## src/rtl/imem_access_controller.sv

```systemverilog
// Sole owner of the 64x32 instruction-memory port: clears the array, takes a loader image,
// then serves fetch reads, with fetch priority and a starvation guard for late loader writes.
//
// state    | meaning
// ---------+-------------------------------------------------------------
// ST_CLEAR | zero-fill the array, one word per cycle, pointer 0..DEPTH-1
// ST_LOAD  | loader owns the port; ld_done moves to RUN
// ST_RUN   | fetch reads with priority; loader forced in after STARVE_MAX denials
module imem_access_controller #(
  parameter int DEPTH      = 64,
  parameter int ADDR_W     = 6,
  parameter int STARVE_MAX = 4
) (
  input  logic              clk,
  input  logic              rst,
  input  logic              fetch_req,
  input  logic [31:0]       fetch_pc,
  output logic              fetch_gnt,
  output logic              fetch_rvalid,
  output logic [31:0]       fetch_rdata,
  output logic              fetch_err,
  input  logic              ld_valid,
  input  logic [ADDR_W-1:0] ld_addr,
  input  logic [31:0]       ld_data,
  output logic              ld_ready,
  input  logic              ld_done,
  input  logic              reload_req,
  output logic              mem_en,
  output logic              mem_we,
  output logic [ADDR_W-1:0] mem_addr,
  output logic [31:0]       mem_wdata,
  input  logic [31:0]       mem_rdata,
  output logic [1:0]        state,
  output logic              busy
);

  typedef enum logic [1:0] {
    ST_CLEAR = 2'd0,
    ST_LOAD  = 2'd1,
    ST_RUN   = 2'd2
  } state_t;

  state_t            state_q, state_d;
  logic [ADDR_W-1:0] clr_ptr_q;
  logic [3:0]        starve_cnt_q;
  logic              busy_q;
  logic              rvalid_q;
  logic              err_q;
  logic [31:0]       rdata_q;
  logic [ADDR_W-1:0] fetch_idx;
  logic              pc_bad;
  logic              ld_gnt;

  assign fetch_idx = fetch_pc[ADDR_W+1:2];
  assign pc_bad    = (fetch_pc[1:0] != 2'b00) || (fetch_pc >= 32'(4 * DEPTH));

  always_comb begin
    state_d   = state_q;
    fetch_gnt = 1'b0;
    ld_ready  = 1'b0;
    ld_gnt    = 1'b0;
    mem_en    = 1'b0;
    mem_we    = 1'b0;
    mem_addr  = '0;
    mem_wdata = '0;
    case (state_q)
      ST_CLEAR: begin
        mem_en   = 1'b1;
        mem_we   = 1'b1;
        mem_addr = clr_ptr_q;
        if (clr_ptr_q == ADDR_W'(DEPTH - 1)) state_d = ST_LOAD;
      end
      ST_LOAD: begin
        ld_ready = 1'b1;
        ld_gnt   = ld_valid;
        if (ld_done) state_d = ST_RUN;
      end
      ST_RUN: begin
        if (ld_valid && (starve_cnt_q >= 4'(STARVE_MAX))) begin
          ld_gnt = 1'b1;
        end else if (fetch_req) begin
          fetch_gnt = 1'b1;
          // Bad addresses are answered with an error and never touch the array.
          if (!pc_bad) begin
            mem_en   = 1'b1;
            mem_addr = fetch_idx;
          end
        end else if (ld_valid) begin
          ld_gnt = 1'b1;
        end
        ld_ready = ld_gnt;
        if (reload_req) state_d = ST_LOAD;
      end
      default: state_d = ST_CLEAR;
    endcase
    if (ld_gnt) begin
      mem_en    = 1'b1;
      mem_we    = 1'b1;
      mem_addr  = ld_addr;
      mem_wdata = ld_data;
    end
  end

  always_ff @(posedge clk) begin
    if (rst) begin
      state_q      <= ST_CLEAR;
      clr_ptr_q    <= '0;
      starve_cnt_q <= '0;
      busy_q       <= 1'b1;
      rvalid_q     <= 1'b0;
      err_q        <= 1'b0;
      rdata_q      <= '0;
    end else begin
      state_q  <= state_d;
      busy_q   <= (state_d != ST_RUN);
      rvalid_q <= fetch_gnt;
      err_q    <= fetch_gnt && pc_bad;
      if (fetch_gnt) rdata_q <= pc_bad ? 32'h0 : mem_rdata;
      if (state_q == ST_CLEAR) clr_ptr_q <= clr_ptr_q + 1'b1;
      if ((state_q == ST_RUN) && ld_valid && !ld_ready) begin
        if (starve_cnt_q != 4'hF) starve_cnt_q <= starve_cnt_q + 4'd1;
      end else begin
        starve_cnt_q <= '0;
      end
    end
  end

  assign state        = state_q;
  assign busy         = busy_q;
  assign fetch_rvalid = rvalid_q;
  assign fetch_err    = err_q;
  assign fetch_rdata  = rdata_q;

endmodule

```

## config.mk

```make
export PLATFORM = sky130hd
export DESIGN_NAME = imem_access_controller
export DESIGN_NICKNAME = d
export VERILOG_FILES = /design/src/rtl/imem_access_controller.sv
export SDC_FILE = /design/constraint.sdc
export NUM_CORES = 1
export LEC_CHECK = 0
export CAP_MARGIN = 10
export CORE_MARGIN = 8
export CORE_UTILIZATION = 32
export DETAILED_ROUTE_END_ITERATION = 10
export HOLD_SLACK_MARGIN = 0.12
export PLACE_DENSITY = 0.85
export SLEW_MARGIN = 15
export SYNTH_ARGS = -nofsm -noshare
export SYNTH_HDL_FRONTEND = slang
export SYNTH_SLANG_ARGS = --single-unit
export TNS_END_PERCENT = 1
```

## constraint.sdc

```tcl
create_clock -name clk -period 2.6 [get_ports clk]
set_clock_uncertainty 0.05 [all_clocks]
set_input_delay 0.39 -clock clk [delete_from_list [all_inputs] [get_ports clk]]
set_output_delay 0.39 -clock clk [all_outputs]
set_load 0.05 [all_outputs]
```

======== Yosys cells after proc, flatten, opt, wreduce, memory -nomap -nowiden ========
Cells that the tools add are included.
storage, ports and cells
  input bits .............................. 108
  output and inout bits ................... 79
  ROM bits ................................ 0
  logic and storage cells ................. 52
  register bits ........................... 47
  bits in latches ......................... 0
  RAM bits ................................ 0
  memories ................................ 0
cells by class
  div/mod/pow operators ................... 0
  add/sub/neg operators ................... 2
  reductions and logical operators ........ 9
  $lt $le $gt $ge ......................... 2
  multiply operators ...................... 0
  eq/ne operators ......................... 5
  shifts and indexed selects .............. 0
  bitwise logic cells ..................... 1
  mux-type cells .......................... 26
operators by type and width
  cell                                                                                   count
  32-bit 2-to-1 mux                                                                      2
  32-bit by 9-bit greater-or-equal comparator with 1-bit output (second input constant)  1
  6-bit 2-to-1 mux                                                                       4
  1-bit 2-to-1 mux                                                                       12
  6-bit one-hot mux with 2 select lines                                                  1
  6-bit by 1-bit adder with 6-bit output (second input constant)                         1
  6-bit == test (second input constant)                                                  1
  2-bit 2-to-1 mux                                                                       3
  1-bit one-hot mux with 2 select lines                                                  3
  2-bit one-hot mux with 3 select lines                                                  1
  4-bit by 1-bit adder with 4-bit output (second input constant)                         1
  4-bit by 3-bit greater-or-equal comparator with 1-bit output (second input constant)   1
  1-bit logical AND                                                                      4
  4-bit inequality test (second input constant)                                          1
  2-bit by 1-bit == test with 1-bit output (second input constant)                       1
  2-bit == test (second input constant)                                                  1
  2-bit zero test                                                                        1
  2-bit inequality test (second input constant)                                          1
  2-bit nonzero test                                                                     1
  2-bit OR reduction                                                                     1
  1-bit zero test                                                                        1
  1-bit logical OR                                                                       1
  1-bit inverter                                                                         1

======== Depth between registers and ports, before layout ========
Gate-level depths: netlist of the first run.
  word-level depth ........................ 8
  mapped depth ............................ 7
  mapped depth without buffers ............ 6

======== Worst setup path before layout of the first run ========
No wires, ideal clock.
  path type ............................... register to output
  from .................................... register state_q[0], in the netlist state[0]
  to ...................................... output mem_addr[2]
  cell stages (with the launch flop) ...... 7
  buffers on the path ..................... 1
  path slack .............................. -1.040 ns
  arrival time ............................ 3.200 ns
  data required time ...................... 2.160 ns
  cells stage by stage .................... dfxtp_1 inv_1 ha_1 o211ai_1 a31oi_1 clkbuf_1 o41ai_1
between the ends
  cells in the longest elaborated chain, start to end .. 3
  elaborated cells between the ends (all ways) .. 6
  those cells by class .................... eq/ne (2); mux (3); reduce/logical (1)
RTL lines
  item                                                                                            line  text
  start, declared                                                                                 43    state_t state_q, state_d;
  start signal, assigned                                                                          114   state_q <= state_d;
  2-bit == test (tied with other cells)                                                           66    case (state_q)
  6-bit one-hot mux with 2 select lines or 1-bit one-hot mux with 2 select lines (tied branches)  66
  6-bit 2-to-1 mux (*)                                                                            96    if (ld_gnt) begin
  end, declared                                                                                   30    output logic [ADDR_W-1:0] mem_addr,
Mark *: on every way between the ends. The rest lies on a longest branch, timed or not.

======== Final worst setup path of the first run ========
  from .................................... input ld_valid
  to ...................................... output mem_addr[4]
between the ends
  cells in the longest elaborated chain, start to end .. 5
  elaborated cells between the ends (all ways) .. 8
  those cells by class .................... mux (7); reduce/logical (1)
RTL lines
  item                                   line  text
  start, declared                        22    input logic ld_valid,
  1-bit 2-to-1 mux                       88    end else if (ld_valid) begin
  1-bit 2-to-1 mux                       81    end else if (fetch_req) begin
  1-bit 2-to-1 mux                       79    if (ld_valid && (starve_cnt_q >= 4'(STARVE_MAX))) begin
  1-bit one-hot mux with 2 select lines  66
  6-bit 2-to-1 mux (*)                   96
Marked as above.

==> metrics.cfg, run 1 <==
[status]
status=finished, final reports clean

[finish]
fin_util_pct=76.3
final_cell_count_no_fill=517
n_antenna_cell=0
nNetsFinal=550
stdcell_area_mm2=0.00515
layout-drive-gt1-share_pct=27.2
nFillCells=396
area_growth_pct=132

[synthesis]
yosys_warnings=0
seq_area_frac_synth_pct=42.4
syn_area_mm2=0.00222
synth.distinct_cells=38
yosysTopAreaCellShare_pct=42.4
synth_area_leader_cell=dfxtp_1
synthTopCellsByArea=dfxtp_1 42%, a22o_1 13%, and2_1 9.6%
synth_top_cells_by_count=47 x dfxtp_1, 34 x and2_1, 32 x a22o_1
syn_inst=231
synth_nets=345
synth_ff_type=dfxtp_1
synth_edf_count=0
syn_area_per_cell_um2=9.61
ys_async_sr_fraction_pct=0
yosysMostFrequentCell=dfxtp_1
synth_seq_cells=47

[sta]
finalSetupViolCount=0
max_freq_ghz=0.385
fin_hold_ws_ns=0.436
fin_crit_sh_pct=99.9
worst_slew_pin_slew_ns=0.719
finalSetupTns_ns=0
max_slew_margin_pct=51.9
slew_viol_final=0
period_needed_ns=2.60
finalWorstSetupSlack_ns=0.00197
hold_viol=0

[drt]
via_per_inst=5.06
via_count=2617
drt-initial-drc-count=102
firstDrtPassIters=5
final_antenna_net_count=0
drt-total-wl_mm=10.5
wl_per_cell_um=20.3
drc_errors=0

[die]
die_x_um=99.3
start_util_pct=32.9
die-height_um=99.3
row_count=30
ios=187
die_area_mm2=0.00986
core_area_mm2=0.00676

[grt]
grt_max_degree=33
grt.total_usage_pct=19.9
gr-total-overflow=0
antenna_found_initial=0
grt_pass1_vias=2812
grt_pass1_wl_mm=15.4

[pwr]
power_leakage_nw=2.19
worst_ir_drop_vdd_v=0.000173
p_per_area_mw_per_mm2=298
finalPower_mw=1.53

[clock_tree]
clkTransAtPathRegs_ns=0.10
cts_root_buf=clkbuf_8
cts_tree=done
ctsHoldBuffers=0
numCtsBuffers=5
htree_num_levels=2
cts_sinks=47
clock_latency_ns=0.30
clockBufferDepth=2

[worst_setup_path]
cp_slowest_cell=clkdlybuf4s50_1
path_cells=clkdlybuf4s50_1 > o21ai_1 > nand3_2 > buf_4 > o41ai_2 > mux2_4 > buf_12
r2r_slack_ns=0.68
cp_max_fo=4
startpoint_type=primary input
worst_ep_arrival_time_ns=2.16
crit_path_end_kind=output pin
worst_ep_required_time_ns=2.16
cpPeakStageDelay_ns=0.48
path_class=in2out

[placed_design]
pre_cts_ws_ns=-0.162
place_area_mm2=0.00468
dp_hpwl_mm=8.05
gp_congestion=0.859
dp.cells=497
io_buffers=186

[hold_path]
hold_path_class=reg2reg

[flow_run]
max_cap_violations=0

## registers in the layout (all words and copies together) (netlist names)
name	cells
clr_ptr_q	6
fetch_err	1
starve_cnt_q	4
fetch_rvalid	1
busy	1
state	2
fetch_rdata	32
## final cells by class
class	instances	area [um2]	share of cell area [%]
clock buffer	5	68.8	1.34
sequential	47	946	18.4
clock inverter	3	46.3	0.898
tap	80	100	1.94
timing repair buffer	210	2580	50.1
inverter	13	51.3	0.996
multi-input combinational	159	1360	26.3
## report_power, final
group,switching [mW],internal (mW),total [mW]
logic,0.0844,0.175,0.259
registers,0.00459,0.722,0.727
clock network,0.258,0.290,0.548
total,0.347,1.19,1.53
## cell usage in the layout (no fill, tap or decap), types with 6 or more instances in the layout
cell,Yosys,layout
buf_4,0,17
nor4_2,4,6
nor2_1,14,13
dlymetal6s2s_1,0,19
buf_12,0,45
clkdlybuf4s50_1,0,125
inv_1,12,10
and2_1,34,24
nand2_1,11,11
a22o_1,32,32
and2_2,0,10
dfxtp_1,47,45
## timing repair
item | in CTS | in global routing
resized for setup | 15 | 37
endpoints found under the setup margin | 7 | 12
setup buffers | 6 | 5
cloned | 2 | 0
pin swaps | 4 | 13
hold endpoints to repair | 0 | 0
## final timing paths
path	from	end	depth (start not counted)
worst max-delay path	ld_valid	mem_addr[4]	7
worst min-delay path	fetch_rdata[21]$_SDFFE_PP0P_	fetch_rdata[21]$_SDFFE_PP0P_	1
worst max register to register	starve_cnt_q[2]$_SDFFE_PP0P_	fetch_rdata[30]$_SDFFE_PP0P_	6
worst min register to register	fetch_rdata[21]$_SDFFE_PP0P_	fetch_rdata[21]$_SDFFE_PP0P_	1
## kinds of logic after synthesis
group                    after synthesis  share of synthesized area, %
AND/OR/NAND/NOR                       84                          22.3
flip-flops                            47                          42.4
adder cells (fa/ha/maj)                6                          3.38
XOR/XNOR                               5                          1.97
buffers and inverters                 25                          5.24
multiplexers                           8                          3.89
AO/OA/AOI/OAI                         56                          20.8
## critical path, delay by kind of cell
family | cells | cell delay [ns]
multiplexers | 1 | 0.24
buffers and inverters | 3 | 0.79
AO/OA/AOI/OAI | 2 | 0.58
AND/OR/NAND/NOR | 1 | 0.16
## per-layer routing
metal	track usage, %	vias up	routed length [um]
met5	0	-	0
met4	3.49	0	119
met3	4.96	13	630
met2	37.6	112	5760
met1	21.8	1248	4000
li1	-	1244	-
(Power assumes the default switching activity.)
==> run 2: changes to the inputs <==
- REMOVE_ABC_BUFFERS: not set -> 1
- SKIP_LAST_GASP: not set -> 1
==> metrics.cfg, run 2 (synthesis gave the netlist of run 1 again) <==
[status]
status=complete, but fails checks
violations=negative setup slack

[pwr]
power_leakage_nw=2.05  ; -6.3%
worst_ir_drop_vdd_v=0.000333  ; +92%
p_per_area_mw_per_mm2=297  ; -0.37%

[placed_design]
dp.cells=495  ; -0.40%
dp_hpwl_mm=8.25  ; +2.5%
io_buffers=186  ; unchanged
place_area_mm2=0.00465  ; -0.67%
gp_congestion=0.914  ; +6.4%

[finish]
final_cell_count_no_fill=520  ; +0.58%
multi_input_area_mm2=0.00138  ; +1.8%
regArea_um2=946  ; unchanged
layout-drive-gt1-share_pct=31.6  ; +4.4 points
nNetsFinal=553  ; +0.55%
fin_util_pct=76.8  ; +0.54 points
stdcell_area_mm2=0.00519  ; +0.70%
largest_reg_flops=32  ; unchanged
final_cell_mix=144 x clkdlybuf4s50_1, 45 x dfxtp_1, 45 x buf_12
nFillCells=420  ; +6.1%
final_common_cell=clkdlybuf4s50_1
n_antenna_cell=0  ; unchanged
area_growth_pct=134

[worst_setup_path]
worst_ep_required_time_ns=2.16  ; about the same
cp_slowest_cell=clkdlybuf4s50_1
cp_max_fo=6  ; +2
crit_path_end_kind=output pin
cpPeakStageDelay_ns=0.44  ; -0.04 ns
worst_ep_arrival_time_ns=2.22  ; +0.06 ns
path_cells=clkdlybuf4s50_1 > nor4_2 > nand4_2 > buf_4 > o41ai_1 > mux2_4 > buf_12
path_class=in2out
startpoint_type=primary input

[sta]
fin_crit_sh_pct=102  ; +2.4 points
worst_slew_pin_slew_ns=0.770  ; +0.0512 ns
finalSetupViolCount=3  ; +3
max_slew_margin_pct=47.3  ; -4.6 points
rsz0062_at_grt=true
slew_viol_final=0  ; unchanged
max_freq_ghz=0.376  ; -2.4%
period_needed_ns=2.66  ; +0.0632 ns
hold_viol=0  ; unchanged
finalWorstSetupSlack_ns=-0.0613  ; -0.0632 ns

[grt]
antenna_found_initial=0  ; unchanged
grt_pass1_vias=2785  ; -0.96%
grt.total_usage_pct=21.7  ; +1.8 points
grt_max_degree=33  ; unchanged
gr-total-overflow=0  ; unchanged
grt_pass1_wl_mm=16.6  ; +7.3%

[clock_tree]
numCtsBuffers=5  ; unchanged
cts_tree=done
cts_root_buf=clkbuf_8
clkTransAtPathRegs_ns=0.10  ; about the same
clock_latency_ns=0.29  ; about the same
htree_num_levels=2  ; unchanged
clockBufferDepth=2  ; unchanged
ctsHoldBuffers=0  ; unchanged
cts_sinks=47  ; unchanged

[die]
core_area_mm2=0.00676  ; unchanged
die_x_um=99.3  ; unchanged
row_count=30  ; unchanged
die-height_um=99.3  ; unchanged
start_util_pct=32.9  ; unchanged
die_area_mm2=0.00986  ; unchanged
ios=187  ; unchanged

[drt]
drc_errors=0  ; unchanged
via_per_inst=5.19  ; +2.5%
drt-initial-drc-count=99  ; -2.9%
drt-total-wl_mm=11.6  ; +10%
final_antenna_net_count=0  ; unchanged
firstDrtPassIters=4  ; -1
wl_per_cell_um=22.2  ; +9.4%
via_count=2699  ; +3.1%

[flow_run]
max_cap_violations=0  ; unchanged

[hold_path]
hold_path_class=reg2reg

run 2: worst max-delay path, delay by kind of cell:
kind            cells  cell delay, ns
simple gates        2            0.48
compound gates      1            0.34
buf+inv             3            0.77
mux                 1            0.23
run 2: layout make-up:
| type | count | area share [%] |
|---|---|---|
| clock inverter | 3 | 0.916 |
| clock buffer | 5 | 1.33 |
| timing repair buffer | 213 | 50.0 |
| inverter | 13 | 0.989 |
| multi-input combinational | 159 | 26.6 |
| tap | 80 | 1.93 |
| sequential | 47 | 18.2 |
run 2: through the flow:
stage	hold slack [ns]	TNS (ns)	worst slack (ns)	total power, mW
3_5_place_dp	0.415	-0.181	-0.0770	0.990
3_3_place_gp	0.411	-0.210	-0.0896	0.984
2_1_floorplan	0.409	-44.71	-1.30	0.788
4_1_cts	0.440	-0.0843	-0.0316	1.54
6_report	0.436	-0.0845	-0.0613	1.54
5_1_grt	0.451	-2.79	-0.129	1.60
run 2: final timing paths:
kind,slack (ns),startpoint,depth (start not counted),end
hold reg to reg,0.44,fetch_rdata[14]$_SDFFE_PP0P_,1,fetch_rdata[14]$_SDFFE_PP0P_
setup reg to reg,0.72,state[1]$_SDFF_PP0_,7,fetch_rdata[3]$_SDFFE_PP0P_
hold / removal,0.44,fetch_rdata[14]$_SDFFE_PP0P_,1,fetch_rdata[14]$_SDFFE_PP0P_
setup / recovery,-0.06,fetch_pc[21],7,mem_addr[4]
run 2: where the power goes:
part / switching [mW] / internal [mW]
registers: 0.00534 / 0.722
logic: 0.0838 / 0.179
clock network: 0.256 / 0.292
total: 0.346 / 1.19
run 2: metal layers:
layer / GRT usage, % / wire length [um]
met5: 0 / 0
met4: 8.61 / 342
met1: 21.5 / 4060
met2: 41.5 / 6290
met3: 5.87 / 860
run 2: timing repair:
action | 4_1_cts | 5_1_grt
gates cloned | 2 | 0
hold endpoints to repair | 0 | 0
resized for setup | 49 | 17
pin swaps | 4 | 4
setup buffers | 11 | 4
setup endpoints to repair | 7 | 39
==> run 3: changes to the inputs <==
- SKIP_LAST_GASP: 1 -> not set
- clock period: 2.6 -> 2.9 ns (I/O delays scaled with it)
==> metrics.cfg, run 3 (synthesis gave the netlist of run 1 again) <==
[pwr]
p_per_area_mw_per_mm2=289  ; -2.6%
power_leakage_nw=1.82  ; -11%
finalPower_mw=1.36  ; -12%
worst_ir_drop_vdd_v=0.000266  ; -20%

[finish]
largest_reg_flops=32  ; unchanged
nNetsFinal=531  ; -4.0%
final_cell_mix=144 x clkdlybuf4s50_1, 46 x dfxtp_1, 41 x buf_12
nFillCells=502  ; +20%
layout-drive-gt1-share_pct=16.0  ; -16 points
final_common_cell=clkdlybuf4s50_1
regArea_um2=942  ; -0.40%
multi_input_area_mm2=0.00118  ; -14%
n_antenna_cell=0  ; unchanged
area_growth_pct=111
fin_util_pct=69.5  ; -7.3 points

[drt]
drc_errors=0  ; unchanged
firstDrtPassIters=4  ; unchanged
final_antenna_net_count=0  ; unchanged
wl_per_cell_um=20.0  ; -10%
via_count=2487  ; -7.9%
drt-total-wl_mm=9.97  ; -14%
drt-initial-drc-count=100  ; +1.0%
via_per_inst=4.99  ; -3.8%

[die]
core_area_mm2=0.00676  ; unchanged
die-height_um=99.3  ; unchanged
ios=187  ; unchanged
die_area_mm2=0.00986  ; unchanged
die_x_um=99.3  ; unchanged
row_count=30  ; unchanged
start_util_pct=32.9  ; unchanged

[worst_setup_path]
path_buf_inv=3  ; unchanged
startpoint_type=primary input
cpPeakStageDelay_ns=0.41  ; -0.03 ns
cp_top_family=buffers and inverters
cp_slowest_cell=clkdlybuf4s50_1
crit_path_end_kind=output pin
path_cells=clkdlybuf4s50_1 > nor4_2 > nand4_2 > buf_4 > o41ai_1 > mux2_1 > buf_12
cp_max_fo=6  ; unchanged
worst_ep_arrival_time_ns=2.30  ; +0.08 ns
worst_ep_required_time_ns=2.41  ; +0.25 ns
path_class=in2out

[clock_tree]
cts_sinks=47  ; unchanged
numCtsBuffers=5  ; unchanged
cts_root_buf=clkbuf_8
clockBufferDepth=2  ; unchanged
cts_tree=done
clock_latency_ns=0.29  ; about the same
ctsHoldBuffers=0  ; unchanged
post_cts_buffers=0  ; -11
clkTransAtPathRegs_ns=0.09  ; about the same
htree_num_levels=2  ; unchanged

[grt]
grt_pass1_vias=2636  ; -5.4%
grt_max_degree=41  ; +24%
antenna_found_initial=0  ; unchanged
grt.total_usage_pct=19.7  ; -2.0 points
gr-total-overflow=0  ; unchanged
grt_pass1_wl_mm=15.2  ; -8.5%

[sta]
slew_viol_final=0  ; unchanged
worst_slew_pin_slew_ns=0.723  ; -0.0471 ns
period_needed_ns=2.79
max_slew_margin_pct=51.7  ; +4.4 points
finalSetupViolCount=0  ; -3
max_freq_ghz=0.359
finalWorstSetupSlack_ns=0.113  ; +0.174 ns
hold_viol=0  ; unchanged
rsz0062_at_grt=false
finalSetupTns_ns=0  ; +0.0845 ns
fin_crit_sh_pct=96.1

[placed_design]
pre_cts_ws_ns=0.0866  ; +0.164 ns
dp_hpwl_mm=8.40  ; +1.8%
gp_congestion=0.929  ; +1.7%
io_buffers=186  ; unchanged

[flow_run]
max_cap_violations=0  ; unchanged

[status]
status=finished, final reports clean

[hold_path]
hold_path_class=reg2reg

-- run 3: where the power goes --
part,switching (mW),internal [mW]
combinational,0.0646,0.154
sequential,0.00404,0.649
clock,0.226,0.260
total,0.295,1.06
-- run 3: worst paths after layout --
check / startpoint / cells past startpoint / slack, ns / endpoint
setup / recovery: fetch_pc[27] / 7 / 0.11 / mem_addr[5]
hold / removal: fetch_rdata[28]$_SDFFE_PP0P_ / 1 / 0.43 / fetch_rdata[28]$_SDFFE_PP0P_
setup reg to reg: state[0]$_SDFF_PP0_ / 6 / 0.92 / fetch_rdata[6]$_SDFFE_PP0P_
hold reg to reg: fetch_rdata[28]$_SDFFE_PP0P_ / 1 / 0.43 / fetch_rdata[28]$_SDFFE_PP0P_
-- run 3: timing repair --
| action | CTS | global route |
|---|---|---|
| hold endpoints to repair | 0 | 0 |
| endpoints found under the setup margin | 0 | 4 |
| resized for setup | 0 | 2 |
-- run 3: final cells by class --
type | count | area share [%]
clock inverter | 3 | 0.986
clock buffer | 5 | 1.47
inverter | 13 | 1.04
timing repair buffer | 191 | 49.1
multi-input combinational | 159 | 25.2
sequential | 47 | 20.1
tap | 80 | 2.13
-- run 3: per-stage QoR --
stage,area (um2),cells,hold slack [ns]
floorplan,2150,219,0.420
global placement,4570,490,0.411
detailed placement,4570,490,0.413
CTS,4690,498,0.439
global route,4700,498,0.460
finish,4700,498,0.431
-- run 3: metal layers --
| metal | share of wire (%) | global-route usage (%) | wire, um |
|---|---|---|---|
| met1 | 36 | 19.4 | 3560 |
| met5 | 0 | 0 | 0 |
| met2 | 53 | 37.8 | 5320 |
| met4 | 3.0 | 7.57 | 300 |
| met3 | 7.9 | 5.52 | 786 |
